## src/rtl/uart_tx_engine_pkg.sv

```systemverilog
// Shared definitions for the UART transmit engine: frame states and default widths.
package uart_tx_engine_pkg;

    localparam int unsigned DEF_DATA_BITS = 8;
    localparam int unsigned DEF_DIV_WIDTH = 8;

    typedef enum logic [1:0] {
        ST_IDLE  = 2'd0,
        ST_START = 2'd1,
        ST_DATA  = 2'd2,
        ST_STOP  = 2'd3
    } tx_state_t;

endpackage

```

## src/rtl/uart_tx_engine_if.sv

```systemverilog
// Byte/handshake and serial-line bundle between a byte producer and the UART transmitter.
interface uart_tx_engine_if
    import uart_tx_engine_pkg::*;
#(
    parameter int unsigned DATA_BITS = DEF_DATA_BITS,
    parameter int unsigned DIV_WIDTH = DEF_DIV_WIDTH
);
    logic [DIV_WIDTH-1:0] N;
    logic                 start;
    logic [DATA_BITS-1:0] data_in;
    logic                 tx;
    logic                 busy;
    logic                 done;

    modport master (
        output N, start, data_in,
        input  tx, busy, done
    );

    modport slave (
        input  N, start, data_in,
        output tx, busy, done
    );
endinterface

```

## src/rtl/uart_tx_engine_bit_timer.sv

```systemverilog
// Loadable down-counter that marks the final clock of each serial bit period.
module uart_bit_timer
    import uart_tx_engine_pkg::*;
#(
    parameter int unsigned WIDTH = DEF_DIV_WIDTH
) (
    input  logic             clk,
    input  logic             rst,
    input  logic             load,
    input  logic [WIDTH-1:0] load_val,
    output logic             bit_end
);
    logic [WIDTH-1:0] r_count;

    // Reload on request, otherwise count down and park at zero.
    always_ff @(posedge clk or posedge rst) begin
        if (rst) begin
            r_count <= '0;
        end else if (load) begin
            r_count <= load_val;
        end else if (r_count != '0) begin
            r_count <= r_count - WIDTH'(1);
        end
    end

    assign bit_end = (r_count == '0);
endmodule

```

## src/rtl/uart_tx_engine.sv

```systemverilog
// UART transmitter: start bit, DATA_BITS LSB-first, one stop bit, each held Nq clocks.
module uart_tx_engine
    import uart_tx_engine_pkg::*;
#(
    parameter int unsigned DATA_BITS = DEF_DATA_BITS,
    parameter int unsigned DIV_WIDTH = DEF_DIV_WIDTH
) (
    input  logic               clk,
    input  logic               rst,
    uart_tx_engine_if.slave    bus
);
    localparam int unsigned IDX_W = (DATA_BITS > 1) ? $clog2(DATA_BITS) : 1;

    tx_state_t            r_state;
    tx_state_t            w_state_next;
    logic [DATA_BITS-1:0] r_shift;
    logic [DATA_BITS-1:0] w_shift_next;
    logic [IDX_W-1:0]     r_bit_idx;
    logic [DIV_WIDTH-1:0] r_nq;
    logic [DIV_WIDTH-1:0] w_n_eff;
    logic [DIV_WIDTH-1:0] w_load_val;
    logic                 r_tx, r_busy, r_done;
    logic                 w_tx_next, w_busy_next, w_done_next;
    logic                 w_accept, w_load, w_bit_end, w_last_bit;

    assign w_accept     = (r_state == ST_IDLE) && bus.start;
    // A zero divisor would give an empty bit period, so it is treated as one clock.
    assign w_n_eff      = (bus.N == '0) ? DIV_WIDTH'(1) : bus.N;
    assign w_load       = w_accept || ((r_state != ST_IDLE) && w_bit_end);
    assign w_load_val   = w_accept ? (w_n_eff - DIV_WIDTH'(1)) : (r_nq - DIV_WIDTH'(1));
    assign w_last_bit   = (r_bit_idx == IDX_W'(DATA_BITS - 1));
    assign w_shift_next = r_shift >> 1;

    uart_bit_timer #(
        .WIDTH(DIV_WIDTH)
    ) u_bit_timer (
        .clk      (clk),
        .rst      (rst),
        .load     (w_load),
        .load_val (w_load_val),
        .bit_end  (w_bit_end)
    );

    // State and registered line outputs.
    always_ff @(posedge clk or posedge rst) begin
        if (rst) begin
            r_state <= ST_IDLE;
            r_tx    <= 1'b1;
            r_busy  <= 1'b0;
            r_done  <= 1'b0;
        end else begin
            r_state <= w_state_next;
            r_tx    <= w_tx_next;
            r_busy  <= w_busy_next;
            r_done  <= w_done_next;
        end
    end

    // Next state and next line values; tx is computed one clock ahead so it is registered.
    always_comb begin
        w_state_next = r_state;
        w_tx_next    = r_tx;
        w_busy_next  = r_busy;
        w_done_next  = 1'b0;
        unique case (r_state)
            ST_IDLE: begin
                if (bus.start) begin
                    w_state_next = ST_START;
                    w_tx_next    = 1'b0;
                    w_busy_next  = 1'b1;
                end
            end
            ST_START: begin
                if (w_bit_end) begin
                    w_state_next = ST_DATA;
                    w_tx_next    = r_shift[0];
                end
            end
            ST_DATA: begin
                if (w_bit_end) begin
                    if (w_last_bit) begin
                        w_state_next = ST_STOP;
                        w_tx_next    = 1'b1;
                    end else begin
                        w_tx_next    = w_shift_next[0];
                    end
                end
            end
            ST_STOP: begin
                if (w_bit_end) begin
                    w_state_next = ST_IDLE;
                    w_tx_next    = 1'b1;
                    w_busy_next  = 1'b0;
                    w_done_next  = 1'b1;
                end
            end
            default: begin
                w_state_next = ST_IDLE;
                w_tx_next    = 1'b1;
                w_busy_next  = 1'b0;
            end
        endcase
    end

    // Payload, divisor and bit-index capture on accept; shift at each data bit end.
    always_ff @(posedge clk or posedge rst) begin
        if (rst) begin
            r_shift   <= '0;
            r_bit_idx <= '0;
            r_nq      <= '0;
        end else if (w_accept) begin
            r_shift   <= bus.data_in;
            r_bit_idx <= '0;
            r_nq      <= w_n_eff;
        end else if ((r_state == ST_DATA) && w_bit_end) begin
            r_shift   <= w_shift_next;
            if (!w_last_bit) begin
                r_bit_idx <= r_bit_idx + IDX_W'(1);
            end
        end
    end

    assign bus.tx   = r_tx;
    assign bus.busy = r_busy;
    assign bus.done = r_done;
endmodule

```

## src/flat_wrapper.sv

```systemverilog
// flat-port wrapper written by rule: the top's interface ports become plain ports
module uart_tx_engine_flat import uart_tx_engine_pkg::*;
#(
    parameter int unsigned DATA_BITS = DEF_DATA_BITS,
    parameter int unsigned DIV_WIDTH = DEF_DIV_WIDTH
)
  (clk, rst, bus_N, bus_start, bus_data_in, bus_tx, bus_busy, bus_done);
  uart_tx_engine_if #(.DATA_BITS(DATA_BITS), .DIV_WIDTH(DIV_WIDTH)) bus_i ();
  input  logic clk;
  input  logic rst;
  input wire logic [$bits(bus_i.N)-1:0] bus_N;
  input wire logic [$bits(bus_i.start)-1:0] bus_start;
  input wire logic [$bits(bus_i.data_in)-1:0] bus_data_in;
  output wire logic [$bits(bus_i.tx)-1:0] bus_tx;
  output wire logic [$bits(bus_i.busy)-1:0] bus_busy;
  output wire logic [$bits(bus_i.done)-1:0] bus_done;
  assign bus_i.N = bus_N;
  assign bus_i.start = bus_start;
  assign bus_i.data_in = bus_data_in;
  assign bus_tx = bus_i.tx;
  assign bus_busy = bus_i.busy;
  assign bus_done = bus_i.done;
  uart_tx_engine #(.DATA_BITS(DATA_BITS), .DIV_WIDTH(DIV_WIDTH)) u_core (.clk(clk), .rst(rst), .bus(bus_i));
endmodule
```

## config.mk

```make
export PLATFORM = sky130hd
export DESIGN_NAME = uart_tx_engine_flat
export DESIGN_NICKNAME = d
export VERILOG_FILES = /design/src/rtl/uart_tx_engine_pkg.sv /design/src/rtl/uart_tx_engine_if.sv /design/src/rtl/uart_tx_engine_bit_timer.sv /design/src/rtl/uart_tx_engine.sv /design/src/flat_wrapper.sv
export SDC_FILE = /design/constraint.sdc
export NUM_CORES = 1
export LEC_CHECK = 0
export CORE_MARGIN = 2
export CORE_UTILIZATION = 55
export DETAILED_ROUTE_END_ITERATION = 16
export PLACE_DENSITY = 0.82
export SETUP_SLACK_MARGIN = 0.05
export SLEW_MARGIN = 10
export SYNTH_ARGS = -nofsm -noshare
export SYNTH_HDL_FRONTEND = slang
export SYNTH_HIERARCHICAL = 1
export SYNTH_SLANG_ARGS = --single-unit
```

## constraint.sdc

```tcl
create_clock -name clk -period 2.72 [get_ports clk]
set_clock_uncertainty 0.05 [all_clocks]
set_input_delay 0.544 -clock clk [delete_from_list [all_inputs] [get_ports clk]]
set_output_delay 0.544 -clock clk [all_outputs]
set_load 0.02 [all_outputs]
```

[Yosys cells after proc, flatten, opt, wreduce, memory -nomap -nowiden]
Cells that the tools add are included.
Word-level totals
  input port bits: 19
  output and inout port bits: 3
  register bits after elaboration: 32
  word-level logic and storage cells: 64
Cells by class
  $add $sub $neg: 4
  muxes and demuxes: 26
  reductions and logical operators: 16
  equality and inequality tests: 10
Operators by type and width (count)
  $mux 8: 6
  $sub 8x1->8 const B: 3
  $logic_not 8->1: 2
  $mux 2: 5
  $ne 2x1->1 const B: 5
  $mux 1: 9
  $mux 3: 3
  $pmux 2 s4: 1
  $reduce_bool 2->1: 4
  $reduce_bool 8->1: 1
  $reduce_and 5->1: 1
  $eq 2x2->1 const B: 2
  $pmux 1 s4: 1
  $reduce_and 4->1: 1
  $add 3x1->3 const B: 1
  $eq 3x3->1 const B: 1
  $logic_and 1x1->1: 3
  $reduce_and 3->1: 1
  $eq 2x1->1 const B: 1
  $logic_not 2->1: 1
  $ne 2x2->1 const B: 1
  $pmux 1 s2: 1
  $reduce_and 2->1: 1
  $logic_or 1x1->1: 1

[Depth between registers and ports, before layout]
  word-level depth: 5
  mapped depth: 11
  mapped depth without buffers: 10

[Cells and area by module]
The synthesis kept the hierarchy.
Modules (own cells, without submodules)
  uart_tx_engine: cells each 135, seq. area each 601.8 um^2, instances 1, area each 1382.6 um^2
  uart_bit_timer: cells each 56, seq. area each 200.2 um^2, instances 1, area each 496.7 um^2

[Least setup slack after synthesis]
Ideal clock, no wire load.
  path type: reg-to-reg
  start: register u_core.u_bit_timer.r_count[0]
  end: register u_core.u_bit_timer.r_count[6]
  slack: 267 ps
  data arrival time: 2326 ps
  path buffers: 3
  period minus slack after synthesis: 2453 ps
  cell stages (with the launch flop): 12
  setup time: 77 ps
  required time: 2593 ps
  cells stage by stage: dfrtp_1 -> inv_1 -> ha_1 -> or4b_1 -> buf_2 -> nor2_2 -> inv_1 -> o21ai_0 -> buf_1 -> clkbuf_1 -> a31oi_1 -> a21oi_1
On the way
  longest elaborated chain between the ends: 4
  elaborated cells between the ends (all ways): 8
  classes of those cells: add/sub (1); mux (2); reduce/logical (5)
Ends and longest elaborated chain
  start, declared: line uart_tx_engine_bit_timer.sv:13  | logic [WIDTH-1:0] r_count;
  start signal, assigned: line uart_tx_engine_bit_timer.sv:20  | r_count <= load_val;
  start signal, assigned: line uart_tx_engine_bit_timer.sv:22  | r_count <= r_count - WIDTH'(1);
  $logic_not 8->1 (*): line uart_tx_engine_bit_timer.sv:26  | assign bit_end = (r_count == '0);
  via u_core.w_bit_end: line uart_tx_engine.sv:24  | logic w_accept, w_load, w_bit_end, w_last_bit;
  $logic_and 1x1->1 (*): line uart_tx_engine.sv:29  | assign w_load = w_accept || ((r_state != ST_IDLE) && w_bit_end);
  $logic_or 1x1->1 (*): line uart_tx_engine.sv:29
  via u_core.w_load: line uart_tx_engine.sv:24
  $mux 8 / $reduce_bool 2->1 (equally long branches)
The timed path passes the listed nets; every way through them passes the cells marked *. The select of a mux whose other input is x is not followed.
A chain may end at the register's enable or synchronous reset.

[Final worst setup path]
  start: register u_core.u_bit_timer.r_count[0]
  end: register u_core.u_bit_timer.r_count[7]
The elaborated chain is that of the path after synthesis.

==> results.md <==
- Syn Nets: roughly 220
- Yosys synthesis warning count: 6
- R2r endpoint: u_core/u_bit_timer/r_count[7]$_DFFE_PP0P_
- Most common cell in the synthesized netlist: dfrtp_1
- Wire per inst: between 10 and 15 um
- VDD IR max: 0.000600 V
- All-Layer GR Usage: 0.218
- PortBufs: 21
- First-pass GRT wire length: about 6700 um
- CP required: just under 3000 ps
- Power Internal: 1.33 mW
- Core Rows: 21
- Post-synth EDFFs: 0
- Syn Area/Cell: 9.84 um2
- First-pass DRT Iterations: 4
- N_diodes: 0
- Final worst-path cycle share: 0.907
- Die Wd: around 62 um
- Tightest Pin Transition: around 600 ps
- Hold Crit Class: in -> async
- Largest net degree at the start of global routing: 25
- Outcome: completed
- Drt total wl: ~3700 um
- Worst reg2reg startpoint: u_core/u_bit_timer/r_count[0]$_DFFE_PP0P_
- DPL Wire Length: 2880 um
- Starting Density: 0.568
- Setup bufs post-CTS: 0
- CTS root buf: clkbuf_4
- #FFs+latches synth: 32
- Fillers: between 200 and 300
- Largest fanout on the critical path: 10
- Switching Share: 0.408
- Main synth FF type: dfrtp_1
- Psw: 0.917 mW
- Worst skew pair latency: about 330 ps
- Count of pins over their slew limit: 0
- Final Hold Vio Count: 0
- Layout Cells excl Fill: ~270
- Power Density: approximately 1000 mW/mm2
- Clock power share: 0.126
- Post-Syn Instances: approximately 190
- Die area: between 0.003 and 0.004 mm2
- Post-Place Cells: around 260
- Vias: 1458
- Iter 0 DRT Violations: about 160
- Max Root-Sink Buffers: 2
- Cell variety after synth: 50
- Die height: 62.5 um
- Post-synthesis sequential area ratio: 0.427
- Layout Nets: 247
- Num ports: 22
- Max-capacitance violation count: 0
- Crit Path Class: reg -> reg
- Num CTS Buffers: 5
- Rel. slew slack: 0.597
- GRT Residual Overflow: 0
- Worst Setup Start Kind: flop
- Initial antenna violation count: 0
- Final setup TNS: 0 ps
- FFs w/ async S/R, synth: 1.00
- Final setup fails: 0
- Top cells by area, synth: dfrtp_1, ha_1, nand2_1
- Tmin final: between 2000 and 2500 ps
- Synth area leader: dfrtp_1
- Sequential Power Share: 0.381
- H-tree depth: 2
- Worst-path clk slew: ~100 ps
- Share of cells above drive strength 1: 0.141
- Reg2reg setup slack: between 200 and 300 ps
- Combinational Power Share: 0.493
- Number of routed nets with antenna violations: 0
- CTS sink count: 32
- Top cells by count, synth: dfrtp_1, nand2_1, inv_1, o21ai_0, nor2_1
- Crit path DAT: 2640 ps
- Synth-to-Final Area Change: 18.4%
- DR vias/cell: about 5.5
- Endpoint class of the critical path: flop
- CTS tree: done
- Vias in the first global route: between 1000 and 1500
- Residual DRC: 0
- Post-synthesis cell area: around 0.0019 mm2
- Worst R2R Path Depth: 9
- Resized Gates After CTS: 0
- Peak Freq: ~400 MHz
- Post-synth top area share: 0.413
- Leakage: 1.03 nW
- Hold_buf cts: 0
- Placer Congestion: a little over 0.9
- RSZ-0062 raised after global routing: no
- Core area: between 0.003 and 0.004 mm2
## area by class of cell
cell class	count	area, um2	area share
clock buffers	6	51.3	0.0231
clock inverters	2	10.0	0.00450
inverters	17	63.8	0.0287
multi-input cells	134	970	0.436
flip-flops and latches	32	802	0.361
well taps	46	57.6	0.0259
repair buffers	29	270	0.121
## worst max-delay path by stage
stage                                                    from  slack, ps                                   endpoint  cells after the start
floorplan           u_core/u_bit_timer/r_count[0]$_DFFE_PP0P_        270  u_core/u_bit_timer/r_count[6]$_DFFE_PP0P_                     11
global placement                                     bus_N[3]        270  u_core/u_bit_timer/r_count[4]$_DFFE_PP0P_                      9
detailed placement                                   bus_N[3]        190  u_core/u_bit_timer/r_count[4]$_DFFE_PP0P_                      9
CTS                 u_core/u_bit_timer/r_count[0]$_DFFE_PP0P_        280  u_core/u_bit_timer/r_count[7]$_DFFE_PP0P_                      9
global route        u_core/u_bit_timer/r_count[0]$_DFFE_PP0P_        120  u_core/u_bit_timer/r_count[6]$_DFFE_PP0P_                     10
finish              u_core/u_bit_timer/r_count[0]$_DFFE_PP0P_        250  u_core/u_bit_timer/r_count[7]$_DFFE_PP0P_                      9
## per-layer routing
layer  vias up  global-route usage  wire length (um)
li1        716                   -                 -
met1       689               0.299              1660
met4         0              0.0778                51
met2        46               0.344              1770
met3         7              0.0486               208
met5         -                   0                 0
## power by group through the flow
stage | Combinational, mW | Clock, mW | Sequential, mW
after detailed placement | 1.10 | 0 | 0.867
after global placement | 1.06 | 0 | 0.856
after floorplan | 0.859 | 0 | 0.833
after global routing | 1.24 | 0.317 | 0.888
final | 1.11 | 0.283 | 0.857
after CTS | 1.11 | 0.296 | 0.856
## worst max-delay path: stages, from the launching register on
cell	delay [ps]
dfrtp_1	430
inv_1	100
ha_1	240
or4b_1	510
nor2_2	170
inv_1	50
o21ai_0	210
buf_4	220
nor3_1	70
a221o_1	320
## stage by stage
step	utilization	hold WS (ps)	cell area (um2)	power (mW)	setup slack [ps]
final	0.672	427	2220	2.25	253
after global routing	0.672	470	2220	2.44	115
after CTS	0.672	435	2220	2.26	284
after detailed placement	0.653	438	2160	1.96	186
after global placement	0.653	445	2160	1.92	266
after floorplan	-	310	1880	1.69	267
## state kept, by name, summed over array words and instances, names as in the netlist
register	flops
u_core/r_bit_idx	3
u_core/bus.done	1
u_core/bus.busy	1
u_core/bus.tx	1
u_core/r_state	2
u_core/r_nq	8
u_core/r_shift	8
u_core/u_bit_timer/r_count	8
## cells in the final DEF, fill, tap and decap left out, types with 3 or more instances in the layout
cell,Yosys,final
dfrtp_1,31,31
nand2_1,25,25
clkdlybuf4s50_1,0,21
inv_1,17,17
o21ai_0,13,13
nor2_1,11,11
mux2i_1,9,9
xnor2_1,9,9
ha_1,9,9
buf_4,0,8
a21oi_1,6,6
nor3_1,6,6
clkbuf_4,0,5
a31oi_1,3,3
o31ai_1,3,3
## cells by family (layout without fill, tap and decap cells)
kind of cell	Yosys count	after routing	synth area share
AND/OR/NAND/NOR	61	61	0.176
AO/OA/AOI/OAI	41	41	0.146
flip-flops	32	32	0.427
buffers and inverters	25	54	0.0572
multiplexers	14	14	0.0912
adder cells (fa/ha/maj)	9	9	0.0599
XOR/XNOR	9	9	0.0419
No activity file was read; power rests on OpenSTA's default activity.
